[src/rtl/cpu_pkg.sv]
// Shared constants and helpers for the 5-stage core's pipeline control.
package cpu_pkg;

    localparam int unsigned REG_W       = 5;
    localparam int unsigned TUSE_W      = 2;
    localparam int unsigned TNEW_W      = 2;
    localparam int unsigned STALL_CNT_W = 32;

    localparam int unsigned MULT_CYC_DEF = 5;
    localparam int unsigned DIV_CYC_DEF  = 10;
    localparam int unsigned CNT_W_DEF    = 4;

    // Tuse value meaning the operand is never read
    localparam logic [TUSE_W-1:0] TUSE_NONE = 2'd3;

    // RAW check of one ID source operand against the EX and MEM producers
    function automatic logic raw_hit(
        input logic [REG_W-1:0]  src,
        input logic [TUSE_W-1:0] tuse,
        input logic [REG_W-1:0]  e_addr,
        input logic [TNEW_W-1:0] e_tnew,
        input logic [REG_W-1:0]  m_addr,
        input logic [TNEW_W-1:0] m_tnew
    );
        logic e_hit;
        logic m_hit;
        e_hit = (src == e_addr) && (tuse < e_tnew);
        m_hit = (src == m_addr) && (tuse < m_tnew);
        return (src != '0) && (tuse != TUSE_NONE) && (e_hit || m_hit);
    endfunction

endpackage

[src/rtl/md_busy_cnt.sv]
// Mult/div occupancy counter: reloads on an op start, counts down to idle.
module md_busy_cnt
    import cpu_pkg::*;
#(
    parameter int unsigned MULT_CYC = MULT_CYC_DEF,
    parameter int unsigned DIV_CYC  = DIV_CYC_DEF,
    parameter int unsigned CNT_W    = CNT_W_DEF
) (
    input  logic clk,
    input  logic reset,
    input  logic md_start_i,
    input  logic md_div_i,
    output logic md_busy_o
);

    logic [CNT_W-1:0] cnt_q;
    logic [CNT_W-1:0] cnt_d;

    // A new op always reloads, even over a running one
    always_comb begin
        cnt_d = cnt_q;
        if (md_start_i) begin
            cnt_d = md_div_i ? CNT_W'(DIV_CYC) : CNT_W'(MULT_CYC);
        end else if (cnt_q != '0) begin
            cnt_d = cnt_q - CNT_W'(1);
        end
    end

    // Counter register; reset beats a simultaneous start
    always_ff @(posedge clk) begin
        if (reset) begin
            cnt_q <= '0;
        end else begin
            cnt_q <= cnt_d;
        end
    end

    assign md_busy_o = (cnt_q != '0);

endmodule

[src/rtl/hazard_ctrl.sv]
// Pipeline sequencer: RAW and mult/div stall detection, stage enables, stall counter.
module hazard_ctrl
    import cpu_pkg::*;
#(
    parameter int unsigned MULT_CYC = MULT_CYC_DEF,
    parameter int unsigned DIV_CYC  = DIV_CYC_DEF,
    parameter int unsigned CNT_W    = CNT_W_DEF
) (
    input  logic        clk,
    input  logic        reset,
    input  logic [4:0]  D_rs,
    input  logic [4:0]  D_rt,
    input  logic [1:0]  D_tuse_rs,
    input  logic [1:0]  D_tuse_rt,
    input  logic        D_md_use,
    input  logic [4:0]  E_RegAddr,
    input  logic [1:0]  E_tnew,
    input  logic [4:0]  M_RegAddr,
    input  logic [1:0]  M_tnew,
    input  logic        E_md_start,
    input  logic        E_md_div,
    output logic        PC_en,
    output logic        IFtoID_en,
    output logic        IDtoEX_clr,
    output logic        EXtoMEM_en,
    output logic        md_busy,
    output logic [31:0] stall_cycles
);

    logic stall_rs;
    logic stall_rt;
    logic stall_md;
    logic stall;

    logic [STALL_CNT_W-1:0] stall_cycles_q;
    logic [STALL_CNT_W-1:0] stall_cycles_d;

    md_busy_cnt #(
        .MULT_CYC (MULT_CYC),
        .DIV_CYC  (DIV_CYC),
        .CNT_W    (CNT_W)
    ) u_md_busy_cnt (
        .clk        (clk),
        .reset      (reset),
        .md_start_i (E_md_start),
        .md_div_i   (E_md_div),
        .md_busy_o  (md_busy)
    );

    // Stall decision; an op entering EX this cycle blocks a dependent md op too
    always_comb begin
        stall_rs = raw_hit(D_rs, D_tuse_rs, E_RegAddr, E_tnew, M_RegAddr, M_tnew);
        stall_rt = raw_hit(D_rt, D_tuse_rt, E_RegAddr, E_tnew, M_RegAddr, M_tnew);
        stall_md = D_md_use && (md_busy || E_md_start);
        stall    = stall_rs || stall_rt || stall_md;
    end

    // Stage controls: freeze front end and inject one bubble on any stall
    always_comb begin
        PC_en      = ~stall;
        IFtoID_en  = ~stall;
        IDtoEX_clr = stall;
        EXtoMEM_en = 1'b1;
    end

    // Saturating stall-cycle count
    always_comb begin
        stall_cycles_d = stall_cycles_q;
        if (stall && (stall_cycles_q != '1)) begin
            stall_cycles_d = stall_cycles_q + STALL_CNT_W'(1);
        end
    end

    // Stall counter register
    always_ff @(posedge clk) begin
        if (reset) begin
            stall_cycles_q <= '0;
        end else begin
            stall_cycles_q <= stall_cycles_d;
        end
    end

    assign stall_cycles = stall_cycles_q;

endmodule

[config.mk]
export PLATFORM = sky130hd
export DESIGN_NAME = hazard_ctrl
export DESIGN_NICKNAME = d
export VERILOG_FILES = /design/src/rtl/cpu_pkg.sv /design/src/rtl/md_busy_cnt.sv /design/src/rtl/hazard_ctrl.sv
export SDC_FILE = /design/constraint.sdc
export NUM_CORES = 1
export LEC_CHECK = 0
export ABC_AREA = 1
export CAP_MARGIN = 10
export CORE_MARGIN = 2
export CORE_UTILIZATION = 25
export DETAILED_ROUTE_END_ITERATION = 8
export PLACE_DENSITY = 0.47
export SYNTH_ARGS = -nofsm -noshare
export SYNTH_HDL_FRONTEND = slang
export SYNTH_SLANG_ARGS = --single-unit
[constraint.sdc]
create_clock -name clk -period 4.1 [get_ports clk]
set_clock_uncertainty 0.1 [all_clocks]
set_input_delay 1.23 -clock clk [delete_from_list [all_inputs] [get_ports clk]]
set_output_delay 1.23 -clock clk [all_outputs]
set_load 0.005 [all_outputs]
-- Word-level counts from Yosys, hierarchy flattened
Index checks and enable logic that the tools add are counted.
- output and inout port bits: 37
- word-level logic and storage cells: 38
- bits in registers: 36
- bits of input ports: 33
- reductions and logical operators: 19
- bitwise operators: 1
- add/sub/neg operators: 2
- eq/ne operators: 7
- muxes and demuxes: 3
- $lt $le $gt $ge: 4
- operators with widths (cell ; number):
    32-bit by 1-bit adder with 32-bit output (second input constant) ; 1
    32-bit inequality test (second input constant) ; 1
    5-bit equality test ; 4
    4-bit 2-to-1 mux ; 3
    1-bit logical AND ; 10
    5-bit nonzero test ; 2
    2-bit less-than comparator ; 4
    1-bit logical OR ; 5
    2-bit inequality test (second input constant) ; 2
    4-bit nonzero test ; 1
    4-bit by 1-bit subtractor with 4-bit output (second input constant) ; 1
    2-bit nonzero test ; 1
    1-bit NOT ; 1

-- Logic depth before layout (Yosys ltp)
- word-level depth: 7
- gate-level depth with buffers: 15

-- Modules after synthesis
From an unflattened synthesis, not the netlist that was laid out.
- cells, all modules: 455
- area total of the unflattened synthesis: 2676.3 µm²
- modules (own cells, without submodules) (module ; cells each ; instances ; area an instance (µm²)):
    hazard_ctrl ; 415 ; 1 ; 2427.3
    md_busy_cnt ; 40 ; 1 ; 249.0

-- Least setup slack after synthesis
Ideal clock, no wire load.
- kind: input port to output port
- start point: input port E_tnew[1]
- end point: output port PC_en
- arrival time: 2481 ps
- slack: 289 ps
- buffers on the path: 3
- cell stages on the path: 12
- path through: inv_1 > ha_1 > a21boi_0 > nor2_1 > nand3_1 > nand2_1 > nand2_1 > nand3_2 > buf_4 > buf_4 > inv_1 > buf_4
- cells in the longest elaborated chain, start to end: 7
- elaborated cells on any way between the ends: 11
- ends and longest elaborated chain (element ; RTL line ; source):
    start: declaration ; hazard_ctrl.sv:17 ; input logic [1:0] E_tnew,
    2-bit less-than comparator ; cpu_pkg.sv:27 ; e_hit = (src == e_addr) && (tuse < e_tnew);
    1-bit logical AND ; cpu_pkg.sv:27 ;
    1-bit logical OR ; cpu_pkg.sv:29 ; return (src != '0) && (tuse != TUSE_NONE) && (e_hit || m_hit);
    1-bit logical AND ; cpu_pkg.sv:29 ;
    1-bit logical OR (*) (2 in a row) ; hazard_ctrl.sv:55 ; stall = stall_rs || stall_rt || stall_md;
    net IDtoEX_clr ; hazard_ctrl.sv:24 ; output logic IDtoEX_clr,
    1-bit NOT (*) ; -- ;
    end: declaration ; hazard_ctrl.sv:22 ; output logic PC_en,
Mark *: on every way through the listed nets, which the timed path passes. The rest lies on a longest branch.

-- Final worst setup path
- start point: input port M_RegAddr[1]
- end point: output port IFtoID_en
- cells in the longest elaborated chain, start to end: 7
- elaborated cells on any way between the ends: 11
- ends and longest elaborated chain (element ; RTL line ; source):
    start: declaration ; hazard_ctrl.sv:18 ; input logic [4:0] M_RegAddr,
    5-bit equality test ; cpu_pkg.sv:28 ; m_hit = (src == m_addr) && (tuse < m_tnew);
    1-bit logical AND ; cpu_pkg.sv:28 ;
    1-bit logical OR ; cpu_pkg.sv:29 ;
    1-bit logical AND ; cpu_pkg.sv:29 ;
    1-bit logical OR (*) (2 in a row) ; hazard_ctrl.sv:55 ;
    1-bit NOT (*) ; hazard_ctrl.sv:61 ; IFtoID_en = ~stall;
    end: declaration ; hazard_ctrl.sv:23 ; output logic IFtoID_en,
Mark *: on every way between the ends. The rest lies on a longest branch, timed or not.

==> flow_metrics.env <==
export IMPL_status="finished clean"
export IMPL_relSlewSlack=0.551
export IMPL_synth_seq_cells=36
export IMPL_die_w_um=109
export IMPL_final_nets=582
export IMPL_fillCellCount=1194
export IMPL_num_rows=38
export IMPL_hold_violations=0
export IMPL_async_reset_ff_frac=0
export IMPL_rsz0062_at_grt="false"
export IMPL_cts_buffers=5
export IMPL_place_ws_ns=-0.436
export IMPL_min_delay_start="u_md_busy_cnt.cnt_q[0]$_SDFFE_PP0N_"
export IMPL_ys_types=32
export IMPL_postCtsSetupBuffers=0
export IMPL_holdWs_ns=0.400
export IMPL_syn_to_final_growth_pct=33.5
export IMPL_endpoint_kind="output port"
export IMPL_antenna_left=0
export IMPL_cts_tree="yes"
export IMPL_synthFlopType="dfxtp_1"
export IMPL_powerDensity_nw_per_um2=236
export IMPL_multiInputGateArea_um2=1690
export IMPL_avgViaCountPerCell=4.37
export IMPL_synth_top_area_frac=0.260
export IMPL_crit_fanout=3
export IMPL_placed_area_um2=3590
export IMPL_crit_arrival_ns=2.61
export IMPL_fmax_ghz=0.254
export IMPL_drv_slew=0
export IMPL_timing_final_crit_share=0.962
export IMPL_tightest_slew_ns=0.670
export IMPL_drc_errors=0
export IMPL_synth_edf_count=0
export IMPL_boundaryPins=70
export IMPL_drtPass1Iterations=4
export IMPL_diodes=0
export IMPL_cp_startpoint="M_RegAddr[1]"
export IMPL_final_cells=683
export IMPL_syn_nets=513
export IMPL_clkTransAtPathRegs_ns=0.07
export IMPL_seqCellArea_um2=721
export IMPL_syn_area_um2=2770
export IMPL_via_count=2983
export IMPL_drive_gt1_frac=0.116
export IMPL_core_area_um2=10800
export IMPL_ys_seq_area_frac=0.260
export IMPL_antenna_found_initial=0
export IMPL_cp_start_kind="primary input"
export IMPL_globalplace_congestion=0.868
export IMPL_hp_class="reg2reg"
export IMPL_ys_top_cells_by_count="nand2_1 (135), nor2_1 (76), inv_1 (53)"
export IMPL_start_util=0.256
export IMPL_setup_tns_final_ns=0
export IMPL_synth_top_area_cell="dfxtp_1"
export IMPL_worst_setup_path_type="in2out"
export IMPL_syn_avg_cell_area_um2=5.86
export IMPL_fin_ws_ns=0.156
export IMPL_root_buffer="clkbuf_8"
export IMPL_cts_sinks=36
export IMPL_ys_warn_count=0
export IMPL_clk_path_buf_depth=2
export IMPL_routed_wl_um=7470
export IMPL_portBuffers=68
export IMPL_r2r_start="stall_cycles[0]$_SDFFE_PP0P_"
export IMPL_setup_viol=0
export IMPL_wl_per_cell_um=10.9
export IMPL_ir_drop_mv=0.103
export IMPL_grt_max_degree=65
export IMPL_grt_use_total=0.130
export IMPL_grt_overflow=0
export IMPL_die_y_um=109
export IMPL_dpl_hpwl_um=5850
export IMPL_clk_latency_ns=0.29
export IMPL_grt_pass1_vias=2773
export IMPL_synth_area_top_cells="dfxtp_1 (26%), nand2_1 (18%), nor2_1 (10%)"
export IMPL_die_area_um2=12000
export IMPL_postSynthCellCount=473
export IMPL_grt_pass1_wl_um=12400
export IMPL_cts_max_level=2
export IMPL_fin_crit_ns=3.94
export IMPL_crit_required_ns=2.77
export IMPL_final_area_um2=3700
export IMPL_drtIter0Drc=113
export IMPL_drv_cap=0
export IMPL_post_synth_top_count_cell="nand2_1"
export IMPL_place_inst=675
export IMPL_p_leak_uw=0.00168
routing by layer:
| metal | up-vias | track usage | routed length, µm |
|---|---|---|---|
| met1 | 1304 | 0.165 | 3570 |
| met4 | 0 | 0.0344 | 103 |
| li1 | 1616 | - | - |
| met2 | 56 | 0.222 | 3430 |
| met5 | - | 0 | 0 |
| met3 | 7 | 0.0285 | 375 |
registers in the layout, indices dropped and copies added (netlist names):
name and cells:
stall_cycles 32, u_md_busy_cnt.cnt_q 4
critical path, cell delays in order:
cell	delay, ns
clkdlybuf4s50_1	0.42
buf_4	0.14
xnor2_1	0.20
nand2_1	0.09
nor2_1	0.09
nand2_1	0.05
nand2_1	0.06
nand2_1	0.08
nand3_4	0.09
inv_2	0.04
buf_2	0.12
per-stage QoR:
step           power (µW)  utilization
6_report              874        0.342
5_1_grt               927        0.342
4_1_cts               887        0.340
3_5_place_dp          568        0.331
3_3_place_gp          567        0.331
2_1_floorplan         489            -
cells by family (layout without fill, tap and decap cells):
| logic type | count (synthesis) | in the layout | synth area share |
|---|---|---|---|
| xor gates and xnor gates | 7 | 7 | 0.0221 |
| DFF | 36 | 36 | 0.260 |
| and+or+nand+nor | 288 | 288 | 0.461 |
| buffers and inverters | 88 | 158 | 0.137 |
| adders and majority gates | 7 | 7 | 0.0316 |
| other | 1 | 1 | 0.00135 |
| AOI/OAI and AO/OA | 46 | 46 | 0.0866 |
timing repair:
item                                    CTS  global route
gates resized for setup                  15             9
pin swaps                                 5             6
hold buffers                              0             0
endpoints found under the setup margin    3             3
path summary, 6_finish.rpt:
path	end	slack, ns	cells after the start
worst max-delay path	IFtoID_en	0.16	11
worst min register to register	u_md_busy_cnt.cnt_q[0]$_SDFFE_PP0N_	0.40	2
worst min-delay path	u_md_busy_cnt.cnt_q[0]$_SDFFE_PP0N_	0.40	2
worst max register to register	stall_cycles[26]$_SDFFE_PP0P_	1.92	9
report_power, final:
| part | switching [µW] | internal, µW |
|---|---|---|
| combinational | 102 | 88.2 |
| sequential | 8.30 | 358 |
| clock | 137 | 181 |
cell usage in the layout, fill, tap and decap left out, types with 5 or more instances in the layout:
cell type | netlist | final
nand3_1 | 42 | 42
nand2_2 | 4 | 5
nor3_1 | 5 | 5
clkdlybuf4s50_1 | 0 | 61
dfxtp_1 | 36 | 36
nand4_1 | 10 | 10
buf_4 | 6 | 8
nand2_1 | 135 | 134
ha_1 | 7 | 7
a21oi_1 | 36 | 36
nand3_2 | 6 | 5
nor2_1 | 76 | 76
clkbuf_8 | 0 | 5
o21ai_0 | 6 | 5
inv_1 | 53 | 50
inv_2 | 20 | 23
area by class of cell:
type                       instances  area share
multi-input combinational        349       0.455
timing repair buffer              76       0.199
sequential                        36       0.195
inverter                          74      0.0750
tap                              140      0.0473
clock buffer                       6      0.0196
clock inverter                     2     0.00946
(Power assumes the default switching activity.)
